<file path="config.mk">
export PLATFORM = sky130hd
export DESIGN_NAME = uart_tx_arb
export DESIGN_NICKNAME = d
export VERILOG_FILES = /design/src/rtl/uart_tx_arb.sv
export SDC_FILE = /design/constraint.sdc
export NUM_CORES = 1
export LEC_CHECK = 0
export ABC_AREA = 0
export ABC_CLOCK_PERIOD_IN_PS = 2100
export CORE_MARGIN = 1.5
export CORE_UTILIZATION = 30
export DETAILED_ROUTE_END_ITERATION = 6
export SETUP_SLACK_MARGIN = 0.15
export SLEW_MARGIN = 15
export SYNTH_ARGS = -nofsm -noshare
export SYNTH_HDL_FRONTEND = slang
export SYNTH_SLANG_ARGS = --single-unit
</file>
<file path="constraint.sdc">
create_clock -name clk -period 2.1 [get_ports clk]
set_input_delay 0.315 -clock clk [delete_from_list [all_inputs] [get_ports clk]]
set_output_delay 0.315 -clock clk [all_outputs]
set_load 0.02 [all_outputs]
</file>
<file path="src/rtl/uart_tx_arb.sv">
// uart_tx_arb: two-requester byte arbiter for a UART transmitter with message locking and inter-byte gap
module uart_tx_arb #(
    parameter int GAP_CYCLES = 255
) (
    input  logic       clk,
    input  logic       rst_n,
    input  logic       req0_valid,
    input  logic [7:0] req0_data,
    input  logic       req0_last,
    output logic       req0_ready,
    input  logic       req1_valid,
    input  logic [7:0] req1_data,
    input  logic       req1_last,
    output logic       req1_ready,
    input  logic       tx_busy,
    output logic [7:0] dataout,
    output logic       wrsig,
    output logic       owner,
    output logic       arb_busy
);
    typedef enum logic [1:0] {IDLE, ISSUE, HOLD} state_t;
    localparam logic [7:0] GAP_MAX = 8'(GAP_CYCLES - 1);
    state_t     r_state, w_next;
    logic       r_lock, r_lock_id, r_last_grant, r_wrsig, r_owner;
    logic [7:0] r_gap, r_dataout;
    logic       w_idle, w_sel, w_grant, w_sel_last, w_gap_done;
    logic [7:0] w_sel_data;

    // selection: lock owner only while locked, otherwise sole valid requester or the one not granted last
    always_comb begin
        w_idle     = (r_state == IDLE) && rst_n;
        w_sel      = r_lock ? r_lock_id : (req0_valid && req1_valid) ? ~r_last_grant : req1_valid;
        w_grant    = w_idle && (w_sel ? req1_valid : req0_valid);
        w_sel_data = w_sel ? req1_data : req0_data;
        w_sel_last = w_sel ? req1_last : req0_last;
        req0_ready = w_grant && !w_sel;
        req1_ready = w_grant && w_sel;
    end

    // next state: accept in IDLE, strobe once in ISSUE, wait out gap and transmitter in HOLD
    always_comb begin
        w_gap_done = (r_gap == GAP_MAX);
        w_next     = r_state;
        if (r_state == IDLE && w_grant) w_next = ISSUE;
        if (r_state == ISSUE) w_next = HOLD;
        if (r_state == HOLD && w_gap_done && !tx_busy) w_next = IDLE;
    end

    // state register
    always_ff @(posedge clk or negedge rst_n) begin
        if (!rst_n) r_state <= IDLE;
        else        r_state <= w_next;
    end

    // accepted byte capture, strobe, lock tracking and saturating gap counter
    always_ff @(posedge clk or negedge rst_n) begin
        if (!rst_n) begin
            r_wrsig      <= 1'b0;
            r_dataout    <= 8'h00;
            r_owner      <= 1'b0;
            r_lock       <= 1'b0;
            r_lock_id    <= 1'b0;
            r_last_grant <= 1'b1;
            r_gap        <= 8'd0;
        end else begin
            r_wrsig <= w_grant;
            r_gap   <= (r_state == HOLD) ? (w_gap_done ? r_gap : r_gap + 8'd1) : 8'd0;
            if (w_grant) begin
                r_dataout    <= w_sel_data;
                r_owner      <= w_sel;
                r_last_grant <= w_sel;
                r_lock       <= !w_sel_last;
                r_lock_id    <= w_sel;
            end
        end
    end

    assign dataout  = r_dataout;
    assign wrsig    = r_wrsig;
    assign owner    = r_owner;
    assign arb_busy = (r_state != IDLE);
endmodule
</file>
==> results of run 1 <==
[synth_stat cells (3+ instances only)]
master	instances
xnor2_1	3
nand2b_1	11
dfrtp_1	21
nor2_1	6
nand2_1	8
inv_1	6
nand3_1	3
o221a_1	8
clkbuf_1	4
a21oi_1	6
[power by group through the flow]
stage	registers, uW	clock network (uW)	logic [uW]
5_1_grt	451	264	135
3_5_place_dp	454	0	128
4_1_cts	448	249	127
2_1_floorplan	470	0	25.2
3_3_place_gp	456	0	124
6_report	448	243	125
[what timing repair did]
action | in CTS | in global routing
hold buffers | 0 | 0
pin swaps | 2 | 3
buffers inserted | 1 | 0
gates resized for setup | 11 | 3
endpoints found under the setup margin | 2 | 3
[stage by stage]
| stage | util | std cells |
|---|---|---|
| after detailed placement | 0.4518 | 187 |
| final | 0.4662 | 192 |
| after floorplan | - | 102 |
| after global placement | 0.4518 | 187 |
| after CTS | 0.4662 | 192 |
| after global routing | 0.4662 | 192 |
[cell usage in the layout, fill, tap and decap left out, types with 2 or more instances in the layout]
cell type	n
clkdlybuf4s50_1	31
nand2_1	8
ha_1	2
nand2b_1	11
dfrtp_1	21
nor2b_1	2
nand3_1	3
inv_1	5
o221a_1	8
xnor2_1	3
nor2_1	6
a21oi_1	6
clkbuf_4	3
buf_4	10
and3_1	2
a311oi_1	2
[flip-flops by register name, indices dropped and copies added, names as in the netlist]
register / flops
r_gap: 8
owner: 1
wrsig: 1
r_lock: 1
dataout: 8
r_last_grant: 1
r_state: 2
[worst max-delay path by stage]
stage / startpoint / end / slack (ps) / cells after the start
after floorplan: r_state[0] / req0_ready / 400 / 5
after global placement: rst_n / req0_ready / -450 / 6
after detailed placement: rst_n / req0_ready / -450 / 6
after CTS: r_state[1] / req0_ready / 140 / 5
after global routing: r_state[0] / req0_ready / 110 / 5
final: r_state[0] / req0_ready / 190 / 5
[kinds of logic (layout without fill, tap and decap cells)]
logic type / Yosys count / count (layout) / synth area share
AO/OA/AOI/OAI: 25 / 25 / 0.1896
XOR/XNOR: 3 / 3 / 0.02428
adder cells (fa/ha/maj): 2 / 2 / 0.02312
buffers and inverters: 11 / 55 / 0.04508
flip-flops: 22 / 22 / 0.5098
AND/OR/NAND/NOR: 39 / 39 / 0.2081
[layer usage]
layer | wire, um | global-route usage
met4 | 8 | 0.04444
met5 | 0 | 0
met2 | 1197 | 0.2380
met1 | 1165 | 0.1733
met3 | 150 | 0.03571
[area by class of cell]
cell class,count,area [um2]
Fill cell,323,1809
Sequential cell,22,551.8
Multi-Input combinational cell,69,486.7
Timing Repair Buffer,45,422.9
Tap cell,46,57.56
Clock buffer,4,36.28
Inverter,6,25.02
==> flow_summary.ini, run 1 <==
[outcome]
status = finished, final reports clean

[setup_path]
r2r_cells = 5
cp_top_family = simple AND/OR/NAND/NOR gates
rr_startpoint = r_state[0]
ff2ff_setup_slack_ps = 470
worst-setup-path-type = flip-flop to output pin
end_kind = output pin
critPathLaunchType = flip-flop
crit_buf_inv = 2
crit_required_ps = 1780
cp_slowest_cell = dfrtp_1
reg2reg_to = dataout[5]
crit_path_max_fanout = 2
max_stage_delay_ps = 430
crit_chain = nor3b_4 -> nand3_2 -> or3_4 -> inv_4 -> buf_6
cp.arrival_ps = 1600

[clocking]
cts-root-buf = clkbuf_4
cts_tree = yes
path_clk_slew_ps = 130
cts_buffers = 3
insertion_delay_ps = 310
h-tree-depth = 1
clockBufferDepth = 2
cts.sinks = 22

[global_routing]
grt.total_usage = 0.1401
grt_pass1_wl_um = 4471
antenna_found_initial = 0
grt_overflow = 0
grt_max_degree = 23
grt_pass1_vias = 1017

[timing]
grt_setup_unrepaired = yes
clock.fmax_mhz = 523.4
period_needed_ps = 1911
skew_ps = 2.532
setup_ws_ps = 189.5
setup_viol = 0
worst_slew_pin_slew_ps = 391.7
min_period_over_period = 0.9098
setup-tns-final_ps = 0
holdWs_ps = 165.9
finalMaxSlewViolations = 0
hold_viol = 0
relSlewSlack = 0.7348

[cells_and_area]
synthToLayoutAreaGrowth_pct = 46.01
fin_area_um2 = 1580
diodes = 0
drive_gt1_frac = 0.1438
nets = 172

[yosys]
synthFlopType = dfrtp_1
syn_nets = 127
yosysSeqAreaShare = 0.5098
synth.distinct_cells = 31
ys_warn_count = 0
async_reset_ff_frac = 1.000
synth_area_per_cell_um2 = 10.61
yosys.area.top_type = dfrtp_1
syn-instance-count = 102
syn_area_um2 = 1082
synth-seq-cells = 22
yosysTopAreaCellShare = 0.4855
synth_edf_count = 0
synth.area.top_cells = dfrtp_1 (49%), o221a_1 (8.3%), nand2b_1 (6.4%), a21oi_1 (2.8%), nand2_1 (2.8%)

[floorplanning]
rows = 21
dieArea_um2 = 3977
start_util = 0.3193
core-area_um2 = 3390
num_io_pins = 36
die-width_um = 63.07
die_y_um = 63.07

[placement]
hpwl_um = 1885
gp_congestion = 0.8258
post-place-ws_ps = -449.8
io_buffers = 35
placed_area_um2 = 1531

[power]
p_per_area_nw_per_um2 = 516.1
pwr-share-clk = 0.298
p_int_uw = 622.1
switching_power_uw = 193.4
ir_drop_mv = 0.2799
comb_power_share = 0.153
power_leakage_uw = 0.0007028
finalPower_uw = 815.6
p_seq_frac = 0.549
p_sw_frac = 0.2372

[route]
drc = 0
first_pass_iters = 4
vias_per_cell = 4.828
drt_wl_total_um = 2522
via_count = 927
wl_per_cell_um = 13.14
drt_iter0_drc = 52
ant_nets = 0

[flow_run]
cap_violations = 0

[worst_hold_path]
hp-class = input pin to async pin
(Power assumes the default switching activity.)
==> run 2, diff against run 1 <==
--- a/config.mk
+++ b/config.mk
@@ -10,6 +10,7 @@
 export CORE_MARGIN = 1.5
 export CORE_UTILIZATION = 30
 export DETAILED_ROUTE_END_ITERATION = 6
+export GPL_TIMING_DRIVEN = 0
 export SETUP_SLACK_MARGIN = 0.15
 export SLEW_MARGIN = 15
 export SYNTH_ARGS = -nofsm -noshare
==> flow_summary.ini, run 2 (synthesized netlist as in run 1, its figures left out) <==
[outcome]
status = finished, final reports clean

[power]
p_int_uw = 589.6
switching_power_uw = 180.8
p_seq_frac = 0.581
ir_drop_mv = 0.2466
pwr-share-clk = 0.257
p_per_area_nw_per_um2 = 462.6
power_leakage_uw = 0.0007420
finalPower_uw = 770.4
comb_power_share = 0.161
p_sw_frac = 0.2346

[clocking]
h-tree-depth = 1
insertion_delay_ps = 300
cts-root-buf = clkbuf_4
clockBufferDepth = 2
path_clk_slew_ps = 120
cts_tree = yes
cts_buffers = 3
cts.sinks = 22

[cells_and_area]
drive_gt1_frac = 0.1847
diodes = 0
nets = 183
layout_commonest_cell = clkdlybuf4s50_1
layout_common_cells = clkdlybuf4s50_1 (32), dfrtp_1 (20), nand2b_1 (11)
layout.cells.non_filler = 203
synthToLayoutAreaGrowth_pct = 53.87
fin_area_um2 = 1665

[worst_hold_path]
hp-class = flip-flop to flip-flop
min_to = r_last_grant
hold_start = r_last_grant
hold_depth = 2

[setup_path]
crit_buf_inv = 10
reg2reg_to = owner
cp_top_family = buffers and inverters
rr_startpoint = r_state[0]
max_stage_delay_ps = 490
crit_chain = clkdlybuf4s50_1 -> nand3b_1 -> nand3_2 -> buf_4 -> buf_6 -> buf_4 -> buf_4 -> buf_4 -> buf_6 -> buf_6 -> buf_6 -> buf_6 -> nand2_2 -> nand2_2
critPathLaunchType = input pin
cp_slowest_cell = clkdlybuf4s50_1
crit_path_max_fanout = 3
worst-setup-path-type = input pin to flip-flop
end_kind = flip-flop
crit_required_ps = 2290
ff2ff_setup_slack_ps = 110
cp.arrival_ps = 2200
r2r_cells = 13
critPathMostFrequentCell = buf_6

[floorplanning]
core-area_um2 = 3390
start_util = 0.3193
num_io_pins = 36
die-width_um = 63.07
rows = 21
die_y_um = 63.07
dieArea_um2 = 3977

[route]
drt_wl_total_um = 2722
first_pass_iters = 4
drt_iter0_drc = 23
wl_per_cell_um = 13.41
drc = 0
ant_nets = 0
via_count = 972
vias_per_cell = 4.788

[global_routing]
grt_pass1_wl_um = 4761
antenna_found_initial = 0
grt.total_usage = 0.1522
grt_pass1_vias = 1061
grt_overflow = 0
grt_max_degree = 22

[timing]
finalMaxSlewViolations = 0
setup_viol = 0
clock.fmax_mhz = 495.6
holdWs_ps = 493.1
period_needed_ps = 2018
relSlewSlack = 0.3513
setup-tns-final_ps = 0
min_period_over_period = 0.9608
worst_slew_pin_slew_ps = 969.8
skew_ps = 3.404
grt_setup_unrepaired = yes
hold_viol = 0

[placement]
gp_congestion = 0.7491
placed_area_um2 = 1490
place_inst = 183
hpwl_um = 1745
io_buffers = 35

[flow_run]
cap_violations = 0
==> run 2: layout make-up <==
| type | instances | area [um2] |
|---|---|---|
| Fill cell | 321 | 1724 |
| Tap cell | 46 | 57.56 |
| Sequential cell | 22 | 553.0 |
| Clock buffer | 4 | 26.28 |
| Timing Repair Buffer | 51 | 488.0 |
| Multi-Input combinational cell | 69 | 491.7 |
| Inverter | 6 | 22.52 |
| Buffer | 5 | 26.28 |
==> run 2: power groups by stage <==
| stage | clock, uW | combinational (uW) | sequential [uW] |
|---|---|---|---|
| 2_1_floorplan | 0 | 25.2 | 470 |
| 3_3_place_gp | 0 | 119 | 455 |
| 3_5_place_dp | 0 | 122 | 454 |
| 4_1_cts | 213 | 125 | 448 |
| 5_1_grt | 236 | 135 | 451 |
| 6_report | 198 | 124 | 448 |
==> run 2: worst max-delay path by stage <==
stage                    start          to  slack, ps  cells after the start
floorplan           r_state[0]  req0_ready        400                      5
global placement         rst_n  req0_ready      -1420                      7
detailed placement       rst_n  req0_ready      -1470                      7
CTS                 r_state[1]  req0_ready         90                      6
global route        r_state[1]  req0_ready         20                      6
finish              req1_valid       owner         80                     14
==> run 2: per-layer routing <==
metal  up-vias  wire length (um)  track usage
li1        479                 -            -
met1       457              1189       0.1836
met2        34              1320       0.2540
met3         2               204      0.04464
met4         0                 8      0.06111
met5         -                 0            0
==> run 2: stage by stage <==
step,util,worst slack (ps)
final,0.4913,82.39
after global routing,0.4913,23.67
after CTS,0.4825,86.21
after detailed placement,0.4396,-1469
after global placement,0.4396,-1425
after floorplan,-,395.5
==> run 2: tightest hold or removal path, delay by kind of cell (launching register included) <==
| kind | cells | cell delay, ps |
|---|---|---|
| flops | 1 | 400 |
| simple gates | 2 | 110 |
==> run 2: what timing repair did <==
action / 4_1_cts / 5_1_grt
setup buffers: 13 / 1
pin swaps: 3 / 1
resized for setup: 17 / 9
hold buffers: 2 / 0
setup endpoints to repair: 15 / 5
hold endpoints to repair: 21 / 0
